File: src/rtl/alu_md_unit_pkg.sv
// alu_pkg: shared types and decode for the alu_md_unit execution unit.
// The optional RV32M path is enabled by defining ALU_MD_M_EXT_EN; the decode
// helper takes that choice as an input so this package is build-independent.
package alu_pkg;

  // Internal operation code produced by decode.
  typedef enum logic [4:0] {
    ALU_ADD,
    ALU_SUB,
    ALU_SLL,
    ALU_SLT,
    ALU_SLTU,
    ALU_XOR,
    ALU_SRL,
    ALU_SRA,
    ALU_OR,
    ALU_AND,
    ALU_MUL,
    ALU_MULH,
    ALU_MULHSU,
    ALU_MULHU,
    ALU_DIV,
    ALU_DIVU,
    ALU_REM,
    ALU_REMU
  } alu_op_e;

  // Control FSM of the unit.
  typedef enum logic [1:0] {
    S_IDLE,
    S_DIV,
    S_HOLD
  } state_e;

  localparam logic [6:0] OPC_OP    = 7'b0110011;
  localparam logic [6:0] F7_ALT    = 7'b0100000;
  localparam logic [6:0] F7_MULDIV = 7'b0000001;

  // Folds the old ALU-control table and the funct decode into one step.
  function automatic alu_op_e alu_decode(
    input logic [1:0] alu_op,
    input logic [2:0] funct3,
    input logic [6:0] funct7,
    input logic [6:0] opcode,
    input logic       m_en
  );
    alu_op_e op;
    op = ALU_ADD;
    case (alu_op)
      2'b01: op = ALU_SUB;
      2'b10: begin
        if (m_en && opcode == OPC_OP && funct7 == F7_MULDIV) begin
          case (funct3)
            3'b000:  op = ALU_MUL;
            3'b001:  op = ALU_MULH;
            3'b010:  op = ALU_MULHSU;
            3'b011:  op = ALU_MULHU;
            3'b100:  op = ALU_DIV;
            3'b101:  op = ALU_DIVU;
            3'b110:  op = ALU_REM;
            default: op = ALU_REMU;
          endcase
        end else begin
          case (funct3)
            // Immediate forms have no SUB, so funct7 only matters for R-type.
            3'b000:  op = (opcode == OPC_OP && funct7 == F7_ALT) ? ALU_SUB : ALU_ADD;
            3'b001:  op = ALU_SLL;
            3'b010:  op = ALU_SLT;
            3'b011:  op = ALU_SLTU;
            3'b100:  op = ALU_XOR;
            3'b101:  op = (funct7 == F7_ALT) ? ALU_SRA : ALU_SRL;
            3'b110:  op = ALU_OR;
            default: op = ALU_AND;
          endcase
        end
      end
      default: op = ALU_ADD;
    endcase
    return op;
  endfunction

endpackage

File: src/rtl/alu_md_unit_if.sv
// alu_md_unit_if: valid/ready issue and result bus of alu_md_unit.
// master = decode/writeback side, slave = the execution unit.
interface alu_md_unit_if #(
  parameter int XLEN = 32
);
  logic            in_valid;
  logic            in_ready;
  logic [1:0]      alu_op;
  logic [2:0]      funct3;
  logic [6:0]      funct7;
  logic [6:0]      opcode;
  logic [XLEN-1:0] a;
  logic [XLEN-1:0] b;
  logic            out_valid;
  logic            out_ready;
  logic [XLEN-1:0] result;
  logic            zero;
  logic            busy;

  modport master (
    output in_valid, alu_op, funct3, funct7, opcode, a, b, out_ready,
    input  in_ready, out_valid, result, zero, busy
  );

  modport slave (
    input  in_valid, alu_op, funct3, funct7, opcode, a, b, out_ready,
    output in_ready, out_valid, result, zero, busy
  );
endinterface

File: src/rtl/alu_md_unit_divider.sv
// alu_divider: radix-2 restoring divider, one quotient bit per cycle.
// Works on magnitudes and fixes the signs on the final step. Divide-by-zero
// and signed overflow are resolved by the parent and never started here.
// Only instantiated when ALU_MD_M_EXT_EN is defined.
module alu_divider #(
  parameter int XLEN    = 32,
  parameter int SHAMT_W = $clog2(XLEN)
) (
  input  logic            clk,
  input  logic            rst,
  input  logic            start,
  input  logic            is_signed,
  input  logic            want_rem,
  input  logic [XLEN-1:0] a,
  input  logic [XLEN-1:0] b,
  output logic            done,
  output logic [XLEN-1:0] res
);

  logic               active;
  logic [SHAMT_W-1:0] cnt;
  logic [XLEN-1:0]    dividend;
  logic [XLEN-1:0]    divisor;
  logic [XLEN-1:0]    rem;
  logic [XLEN-1:0]    quot;
  logic               neg_q;
  logic               neg_r;
  logic               rem_sel;

  logic               a_neg;
  logic               b_neg;
  logic [XLEN-1:0]    a_abs;
  logic [XLEN-1:0]    b_abs;

  logic [XLEN:0]      partial;
  logic               ge;
  logic [XLEN-1:0]    rem_nxt;
  logic [XLEN-1:0]    quot_nxt;

  assign a_neg = is_signed & a[XLEN-1];
  assign b_neg = is_signed & b[XLEN-1];
  assign a_abs = a_neg ? -a : a;
  assign b_abs = b_neg ? -b : b;

  // One restoring step: bring down the next dividend bit, subtract if it fits.
  // NOTE: every always_comb output gets a value before any branch, so no latch can be inferred.
  always_comb begin
    partial  = {rem, dividend[XLEN-1]};
    ge       = partial >= {1'b0, divisor};
    rem_nxt  = partial[XLEN-1:0];
    if (ge) rem_nxt = XLEN'(partial - {1'b0, divisor});
    quot_nxt = {quot[XLEN-2:0], ge};
  end

  // The last step's values feed the result directly, so no extra cycle is spent.
  assign done = active && (cnt == '0);
  assign res  = rem_sel ? (neg_r ? -rem_nxt : rem_nxt)
                        : (neg_q ? -quot_nxt : quot_nxt);

  // Operand capture on start, then one iteration per cycle down to cnt = 0.
  // NOTE: sequential state uses non-blocking assignments so every register samples pre-edge values.
  always_ff @(posedge clk) begin
    if (rst) begin
      active   <= 1'b0;
      cnt      <= '0;
      dividend <= '0;
      divisor  <= '0;
      rem      <= '0;
      quot     <= '0;
      neg_q    <= 1'b0;
      neg_r    <= 1'b0;
      rem_sel  <= 1'b0;
    end else if (start) begin
      active   <= 1'b1;
      cnt      <= SHAMT_W'(XLEN - 1);
      dividend <= a_abs;
      divisor  <= b_abs;
      rem      <= '0;
      quot     <= '0;
      neg_q    <= a_neg ^ b_neg;
      neg_r    <= a_neg;
      rem_sel  <= want_rem;
    end else if (active) begin
      dividend <= {dividend[XLEN-2:0], 1'b0};
      rem      <= rem_nxt;
      quot     <= quot_nxt;
      if (cnt == '0) active <= 1'b0;
      else           cnt    <= cnt - 1'b1;
    end
  end

endmodule

File: src/rtl/alu_md_unit.sv
// alu_md_unit: registered RV32I ALU with ALU-control decode and an optional
// RV32M multiply/divide path behind a valid/ready handshake. One operation
// in flight; results held until accepted.
// Build option: define ALU_MD_M_EXT_EN to include MUL*/DIV*/REM* support.
module alu_md_unit
  import alu_pkg::*;
#(
  parameter int XLEN    = 32,
  parameter int SHAMT_W = $clog2(XLEN)
) (
  input logic          clk,
  input logic          rst,
  alu_md_unit_if.slave bus
);

`ifdef ALU_MD_M_EXT_EN
  localparam logic M_EN = 1'b1;
`else
  localparam logic M_EN = 1'b0;
`endif

  localparam logic [XLEN-1:0] INT_MIN = {1'b1, {(XLEN-1){1'b0}}};

  state_e             state;
  alu_op_e            op;
  logic [XLEN-1:0]    result_q;
  logic               zero_q;
  logic [SHAMT_W-1:0] shamt;
  logic [XLEN-1:0]    alu_res;
  logic               accept;
  logic               is_div;
  logic               div_signed;
  logic               b_zero;
  logic               div_corner;
  logic               div_start;
  logic               div_done;
  logic [XLEN-1:0]    div_res;

  assign op         = alu_decode(bus.alu_op, bus.funct3, bus.funct7, bus.opcode, M_EN);
  assign shamt      = bus.b[SHAMT_W-1:0];
  assign accept     = bus.in_valid & bus.in_ready;

  assign is_div     = op inside {ALU_DIV, ALU_DIVU, ALU_REM, ALU_REMU};
  assign div_signed = op inside {ALU_DIV, ALU_REM};
  assign b_zero     = (bus.b == '0);
  // Divide-by-zero and signed overflow have closed-form answers: no iteration.
  assign div_corner = b_zero | (div_signed & (bus.a == INT_MIN) & (bus.b == '1));
  assign div_start  = accept & is_div & ~div_corner;

`ifdef ALU_MD_M_EXT_EN
  logic [2*XLEN-1:0] a_sx, b_sx, a_zx, b_zx;
  logic [2*XLEN-1:0] p_ss, p_su, p_uu;

  assign a_sx = {{XLEN{bus.a[XLEN-1]}}, bus.a};
  assign b_sx = {{XLEN{bus.b[XLEN-1]}}, bus.b};
  assign a_zx = {{XLEN{1'b0}}, bus.a};
  assign b_zx = {{XLEN{1'b0}}, bus.b};
  // Extending to 2*XLEN before multiplying gives the correct signed product mod 2^(2*XLEN).
  assign p_ss = a_sx * b_sx;
  assign p_su = a_sx * b_zx;
  assign p_uu = a_zx * b_zx;

  alu_divider #(
    .XLEN    (XLEN),
    .SHAMT_W (SHAMT_W)
  ) u_divider (
    .clk       (clk),
    .rst       (rst),
    .start     (div_start),
    .is_signed (div_signed),
    .want_rem  (op inside {ALU_REM, ALU_REMU}),
    .a         (bus.a),
    .b         (bus.b),
    .done      (div_done),
    .res       (div_res)
  );
`else
  assign div_done = 1'b0;
  assign div_res  = '0;
`endif

  // Single-cycle result: base ALU, multiplies and divide corner cases.
  always_comb begin
    alu_res = '0;
    case (op)
      ALU_ADD:    alu_res = bus.a + bus.b;
      ALU_SUB:    alu_res = bus.a - bus.b;
      ALU_SLL:    alu_res = bus.a << shamt;
      ALU_SLT:    alu_res = XLEN'($signed(bus.a) < $signed(bus.b));
      ALU_SLTU:   alu_res = XLEN'(bus.a < bus.b);
      ALU_XOR:    alu_res = bus.a ^ bus.b;
      ALU_SRL:    alu_res = bus.a >> shamt;
      ALU_SRA:    alu_res = XLEN'($signed(bus.a) >>> shamt);
      ALU_OR:     alu_res = bus.a | bus.b;
      ALU_AND:    alu_res = bus.a & bus.b;
`ifdef ALU_MD_M_EXT_EN
      ALU_MUL:    alu_res = p_uu[XLEN-1:0];
      ALU_MULH:   alu_res = p_ss[2*XLEN-1:XLEN];
      ALU_MULHSU: alu_res = p_su[2*XLEN-1:XLEN];
      ALU_MULHU:  alu_res = p_uu[2*XLEN-1:XLEN];
      // Only consumed when div_corner is set: /0 gives all-ones, overflow gives a.
      ALU_DIV:    alu_res = b_zero ? '1 : bus.a;
      ALU_DIVU:   alu_res = '1;
      ALU_REM,
      ALU_REMU:   alu_res = b_zero ? bus.a : '0;
`endif
      default:    alu_res = '0;
    endcase
  end

  // Control FSM with registered result/zero; HOLD doubles as an accept state.
  always_ff @(posedge clk) begin
    if (rst) begin
      state    <= S_IDLE;
      result_q <= '0;
      zero_q   <= 1'b1;
    end else begin
      case (state)
        S_IDLE, S_HOLD: begin
          if (accept) begin
            if (div_start) begin
              state <= S_DIV;
            end else begin
              state    <= S_HOLD;
              result_q <= alu_res;
              zero_q   <= (alu_res == '0);
            end
          end else if (state == S_HOLD && bus.out_ready) begin
            state <= S_IDLE;
          end
        end
        S_DIV: begin
          if (div_done) begin
            state    <= S_HOLD;
            result_q <= div_res;
            zero_q   <= (div_res == '0);
          end
        end
        default: state <= S_IDLE;
      endcase
    end
  end

  assign bus.in_ready  = (state == S_IDLE) | ((state == S_HOLD) & bus.out_ready);
  assign bus.out_valid = (state == S_HOLD);
  assign bus.result    = result_q;
  assign bus.zero      = zero_q;
`ifdef ALU_MD_M_EXT_EN
  assign bus.busy      = (state == S_DIV);
`else
  assign bus.busy      = 1'b0;
`endif

endmodule

File: src/flat_wrapper.sv
// flat-port wrapper written by rule: the top's interface ports become plain ports
module alu_md_unit_flat import alu_pkg::*;
#(
  parameter int XLEN    = 32,
  parameter int SHAMT_W = $clog2(XLEN)
)
  (clk, rst, bus_in_valid, bus_alu_op, bus_funct3, bus_funct7, bus_opcode, bus_a, bus_b, bus_out_ready, bus_in_ready, bus_out_valid, bus_result, bus_zero, bus_busy);
  alu_md_unit_if #(.XLEN(XLEN)) bus_i ();
  input logic clk;
  input logic rst;
  input wire logic [$bits(bus_i.in_valid)-1:0] bus_in_valid;
  input wire logic [$bits(bus_i.alu_op)-1:0] bus_alu_op;
  input wire logic [$bits(bus_i.funct3)-1:0] bus_funct3;
  input wire logic [$bits(bus_i.funct7)-1:0] bus_funct7;
  input wire logic [$bits(bus_i.opcode)-1:0] bus_opcode;
  input wire logic [$bits(bus_i.a)-1:0] bus_a;
  input wire logic [$bits(bus_i.b)-1:0] bus_b;
  input wire logic [$bits(bus_i.out_ready)-1:0] bus_out_ready;
  output wire logic [$bits(bus_i.in_ready)-1:0] bus_in_ready;
  output wire logic [$bits(bus_i.out_valid)-1:0] bus_out_valid;
  output wire logic [$bits(bus_i.result)-1:0] bus_result;
  output wire logic [$bits(bus_i.zero)-1:0] bus_zero;
  output wire logic [$bits(bus_i.busy)-1:0] bus_busy;
  assign bus_i.in_valid = bus_in_valid;
  assign bus_i.alu_op = bus_alu_op;
  assign bus_i.funct3 = bus_funct3;
  assign bus_i.funct7 = bus_funct7;
  assign bus_i.opcode = bus_opcode;
  assign bus_i.a = bus_a;
  assign bus_i.b = bus_b;
  assign bus_i.out_ready = bus_out_ready;
  assign bus_in_ready = bus_i.in_ready;
  assign bus_out_valid = bus_i.out_valid;
  assign bus_result = bus_i.result;
  assign bus_zero = bus_i.zero;
  assign bus_busy = bus_i.busy;
  alu_md_unit #(.XLEN(XLEN), .SHAMT_W(SHAMT_W)) u_core (.clk(clk), .rst(rst), .bus(bus_i));
endmodule
File: config.mk
export PLATFORM = sky130hd
export DESIGN_NAME = alu_md_unit_flat
export DESIGN_NICKNAME = d
export VERILOG_FILES = /design/src/rtl/alu_md_unit_pkg.sv /design/src/rtl/alu_md_unit_if.sv /design/src/rtl/alu_md_unit_divider.sv /design/src/rtl/alu_md_unit.sv /design/src/flat_wrapper.sv
export SDC_FILE = /design/constraint.sdc
export NUM_CORES = 1
export LEC_CHECK = 0
export ABC_AREA = 1
export CORE_MARGIN = 10
export CORE_UTILIZATION = 30
export DETAILED_ROUTE_END_ITERATION = 16
export GPL_ROUTABILITY_DRIVEN = 0
export SKIP_LAST_GASP = 1
export SLEW_MARGIN = 40
export SYNTH_ARGS = -nofsm -noshare
export SYNTH_HDL_FRONTEND = slang
export SYNTH_SLANG_ARGS = --single-unit
File: constraint.sdc
create_clock -name clk -period 4.1 [get_ports clk]
set_input_delay 0.82 -clock clk [delete_from_list [all_inputs] [get_ports clk]]
set_output_delay 0.82 -clock clk [all_outputs]
set_load 0.02 [all_outputs]
==> results by stage <==
Status:
- The flow ran to the end, and the final reports show no timing, DRC or antenna violations.

Power:
- Of the total power, combinational logic draws 0.732.
- In this run the power density over the cells is 197 mW/mm^2.
- The share of total power dissipated in the clock network is 0.131.
- The share of total power dissipated in sequential elements is 0.137.
- The static leakage power is 7.97 nW.
- In this run the power spent charging and discharging nets is 1.54 mW.
- Internal power comes to 1.35 mW.
- The worst-case IR drop observed on VDD is 0.209 mV.
- The switching share of power is 0.533.

Cells and area:
- The core utilization of the finished layout is 0.367.
- From synthesis to final layout, the design area changed by 20.0%.
- 0 antenna diodes ended up in the layout.
- The number of fill cells in the layout is 4497.
- The total non-filler cell area in the finished layout is 0.0147 sq mm.
- The layout cell share with drive strength beyond 1 is 0.0815.
- At the end of the flow, the number of nets in the layout was 2765.

Timing:
- The share of the cycle needed by the critical path after routing is 0.986.
- The total of endpoints with negative setup slack in the final report is 0.
- The count of final hold-check violations came to 0.
- The number of max-slew violations in the final report is 0.
- The transition at the pin with the smallest max-transition slack is 0.758 ns.
- Setup repair after global routing left no endpoint under its margin.
- The maximum clock frequency is 247 MHz.
- Across the routed clock network, the largest skew measured is 0.00718 ns.
- The worst pin sits at a relative slew slack of 0.490.
- The routed design could run at a clock period as short as 4.04 ns.

Route:
- The violation count after the first detailed-routing iteration is 2680.
- After detailed routing, the number of vias per cell comes to 5.60.
- Wires add up to 61.4 mm.
- The total number of vias is 17364.
- The average wire length per cell after detail routing is 19.8 microns.
- In the routed design, unresolved DRC markers number 0.
- The number of routed nets with antenna violations is 0.
- The first TritonRoute pass finished after 7 iterations.

Setup path:
- The critical path is of the in -> reg type.
- The worst setup path startpoint is bus_b[14].
- The start of the worst register-to-register path is u_core.state[1].
- The maximum fanout count along the critical path is 8.
- The depth of the most critical reg-to-reg path is 8.
- Data arrives at the worst endpoint at 4.27 ns.
- The worst setup path is launched from an input pin.
- STA classifies the critical path endpoint as a flip-flop.
- At the worst endpoint, the required time is 4.32 ns.

Logic synthesis:
- For this run, the leading register cell type out of synthesis is sky130_fd_sc_hd__dfxtp_1.
- In this run the cell area of the synthesized design comes to 0.0122 sq mm.
- The number of cells produced by synthesis is 2428.
- Of the synthesized area, sequential elements account for 0.0572.
- The number of flops mapped to enable cells by yosys is 0.
- Synthesis instantiated 48 different standard cells from the library.
- During synthesis, Yosys emitted a total of 0 warnings.
- The number of register bits inferred by synthesis is 35.
- The async set or reset register ratio after synthesis is 0.
- The synthesized netlist net count is 2616.
- The synthesized area per cell is 5.04 sq um.

Die:
- The die span in y is 222 microns.
- The initial cell density of the core is 0.305.
- The floorplan step defined a die boundary enclosing 0.0493 sq mm.
- The count of standard-cell rows is 73.
- The die width is 222 microns.
- The core box area is 0.0401 sq mm.
- The I/O pin count is 123.

Clocking:
- TritonCTS built the clock tree.
- The total clock buffers created by CTS is 5.
- The H-tree was split into 2 levels.
- The clock reaches the later pin of the worst-skew pair after 0.28 ns.
- The number of setup buffers added after CTS is 0.
- The root cell of the clock tree is sky130_fd_sc_hd__clkbuf_16.
- The TritonCTS sink count is 35.
- After clock tree synthesis, the clock-pin slew on the worst setup and hold paths is 0.06 ns.
- The clock tree buffer depth is 2.

Global route:
- The largest net degree at the start of global routing is 75.
- The number of antenna violations at the first check in global routing came to 2.
- The global-route wire length before repair is 91.1 mm.
- Across every metal layer, demand over resource in global routing totals 0.231.
- The overall overflow remaining after global route is 0.
- The via count of the first global-routing pass is 16058.

Placement:
- The placed standard-cell area is 0.0145 sq mm.
- Detailed placement finished with a half-perimeter wire length of 51.2 mm.
- During placement, the flow inserted port buffers numbering 121.

Hold path:
- In this run the most critical hold path is launched from u_core.state[0].
- The tightest min-delay check is of the reg -> reg type.
- The worst hold path was traced through 2 stages.

Run:
- The max capacitance violation total is 0.
logic make-up after synthesis:
family / count (synthesis) / share of synthesized area
xor+xnor: 21 / 0.0150
flops: 35 / 0.0572
simple gates: 1629 / 0.574
fa+ha+maj: 101 / 0.104
compound gates: 210 / 0.0990
other cells: 1 / 0.000306
buf+inv: 431 / 0.150
final timing paths:
kind,end,slack (ns)
worst max register to register,u_core.bus.result[12],2.31
worst min register to register,u_core.state[0],0.48
worst max-delay path,u_core.bus.zero,0.06
worst min-delay path,u_core.state[0],0.48
power groups by stage:
stage                     sequential, mW  combinational (mW)  clock [mW]
after floorplan                    0.444                1.15           0
final                              0.397                2.12       0.380
after global routing               0.401                2.26       0.400
after detailed placement           0.403                2.02           0
after CTS                          0.397                2.03       0.385
after global placement             0.403                2.01           0
repair_timing:
action	CTS	global route
hold buffers	0	0
gates resized for setup	0	5
setup endpoints to repair	0	1
layout by cell type (no fill, tap or decap), types with 3 or more instances in the layout:
master                            count
sky130_fd_sc_hd__nand2_1            723
sky130_fd_sc_hd__nand3_1            457
sky130_fd_sc_hd__nor2_1             348
sky130_fd_sc_hd__inv_1              289
sky130_fd_sc_hd__buf_4              135
sky130_fd_sc_hd__clkdlybuf4s50_1    116
sky130_fd_sc_hd__ha_1                97
sky130_fd_sc_hd__a21oi_1             96
sky130_fd_sc_hd__o21ai_0             41
sky130_fd_sc_hd__nand4_1             41
sky130_fd_sc_hd__o211ai_1            36
sky130_fd_sc_hd__dfxtp_1             35
sky130_fd_sc_hd__xor2_1              21
sky130_fd_sc_hd__inv_2               18
sky130_fd_sc_hd__nor3_1              17
sky130_fd_sc_hd__o21ai_1             14
sky130_fd_sc_hd__nand3b_1            11
sky130_fd_sc_hd__o21bai_1             9
sky130_fd_sc_hd__nand2_2              9
sky130_fd_sc_hd__clkbuf_16            5
sky130_fd_sc_hd__buf_2                5
sky130_fd_sc_hd__buf_12               5
sky130_fd_sc_hd__a21boi_0             4
sky130_fd_sc_hd__nand3_2              4
sky130_fd_sc_hd__nand2_4              3
sky130_fd_sc_hd__nor2_2               3
registers in the layout, summed over array words and instances, names as in the netlist:
register / cells
u_core.bus.result: 32
u_core.bus.zero: 1
u_core.state: 2
layout make-up:
| type | instances | area (sq um) | share of cell area |
|---|---|---|---|
| sequential | 35 | 701 | 0.0477 |
| timing repair buffer | 261 | 2300 | 0.156 |
| inverter | 312 | 1180 | 0.0801 |
| clock inverter | 1 | 5.00 | 0.000340 |
| clock buffer | 6 | 139 | 0.00945 |
| tap | 525 | 657 | 0.0447 |
| multi-input combinational | 1962 | 9720 | 0.661 |
Yosys cell counts (3+ instances only):
cell / n / area [sq um]
sky130_fd_sc_hd__nand2_2: 8 / 50.1
sky130_fd_sc_hd__inv_1: 291 / 1090
sky130_fd_sc_hd__nand2_1: 724 / 2720
sky130_fd_sc_hd__xor2_1: 21 / 184
sky130_fd_sc_hd__nand3_2: 4 / 40.0
sky130_fd_sc_hd__o21bai_1: 9 / 67.6
sky130_fd_sc_hd__buf_6: 10 / 113
sky130_fd_sc_hd__buf_1: 15 / 56.3
sky130_fd_sc_hd__nand3_1: 457 / 2290
sky130_fd_sc_hd__inv_2: 17 / 63.8
sky130_fd_sc_hd__a21boi_0: 4 / 30.0
sky130_fd_sc_hd__a21oi_1: 96 / 480
sky130_fd_sc_hd__nor2_1: 349 / 1310
sky130_fd_sc_hd__dfxtp_1: 35 / 701
sky130_fd_sc_hd__o211ai_1: 36 / 270
sky130_fd_sc_hd__nor3_1: 17 / 85.1
sky130_fd_sc_hd__nand4_1: 41 / 257
sky130_fd_sc_hd__nand2_4: 3 / 33.8
sky130_fd_sc_hd__nand3b_1: 11 / 82.6
sky130_fd_sc_hd__ha_1: 99 / 1240
sky130_fd_sc_hd__clkbuf_1: 18 / 67.6
sky130_fd_sc_hd__o21ai_1: 13 / 65.1
sky130_fd_sc_hd__buf_2: 58 / 290
sky130_fd_sc_hd__buf_4: 17 / 128
sky130_fd_sc_hd__o21ai_0: 42 / 210
critical path: stages:
cell,delay (ns)
sky130_fd_sc_hd__clkdlybuf4s50_1,0.53
sky130_fd_sc_hd__inv_1,0.11
sky130_fd_sc_hd__ha_1,0.50
sky130_fd_sc_hd__inv_1,0.18
sky130_fd_sc_hd__a21oi_1,0.31
sky130_fd_sc_hd__inv_1,0.08
sky130_fd_sc_hd__nor2_1,0.16
sky130_fd_sc_hd__nor2_1,0.10
sky130_fd_sc_hd__o21bai_1,0.22
sky130_fd_sc_hd__nand4_1,0.13
sky130_fd_sc_hd__nand3_1,0.10
sky130_fd_sc_hd__nand2_1,0.12
sky130_fd_sc_hd__nor2_1,0.26
sky130_fd_sc_hd__nand2_1,0.09
sky130_fd_sc_hd__nor2_1,0.20
sky130_fd_sc_hd__nand2_1,0.12
sky130_fd_sc_hd__nor2_1,0.10
sky130_fd_sc_hd__nand3_1,0.07
sky130_fd_sc_hd__nand2_1,0.07
layer usage:
| metal | GRT usage | vias up | share of wire |
|---|---|---|---|
| li1 | - | 8061 | - |
| met1 | 0.283 | 7909 | 0.37 |
| met2 | 0.375 | 1175 | 0.44 |
| met3 | 0.0489 | 215 | 0.12 |
| met4 | 0.113 | 4 | 0.058 |
| met5 | 0 | - | 0.00036 |
metrics by stage:
step	setup WS [ns]	TNS, ns	total power [mW]	hold WS (ns)	cells
6_report	0.0589	0	2.89	0.483	3102
5_1_grt	0.00290	0	3.07	0.517	3102
4_1_cts	0.214	0	2.82	0.478	3102
3_5_place_dp	-0.0562	-0.0562	2.43	0.471	3095
3_3_place_gp	-0.106	-0.106	2.42	0.454	3095
2_1_floorplan	0.750	0	1.60	0.444	2428
(Power assumes the default switching activity.)
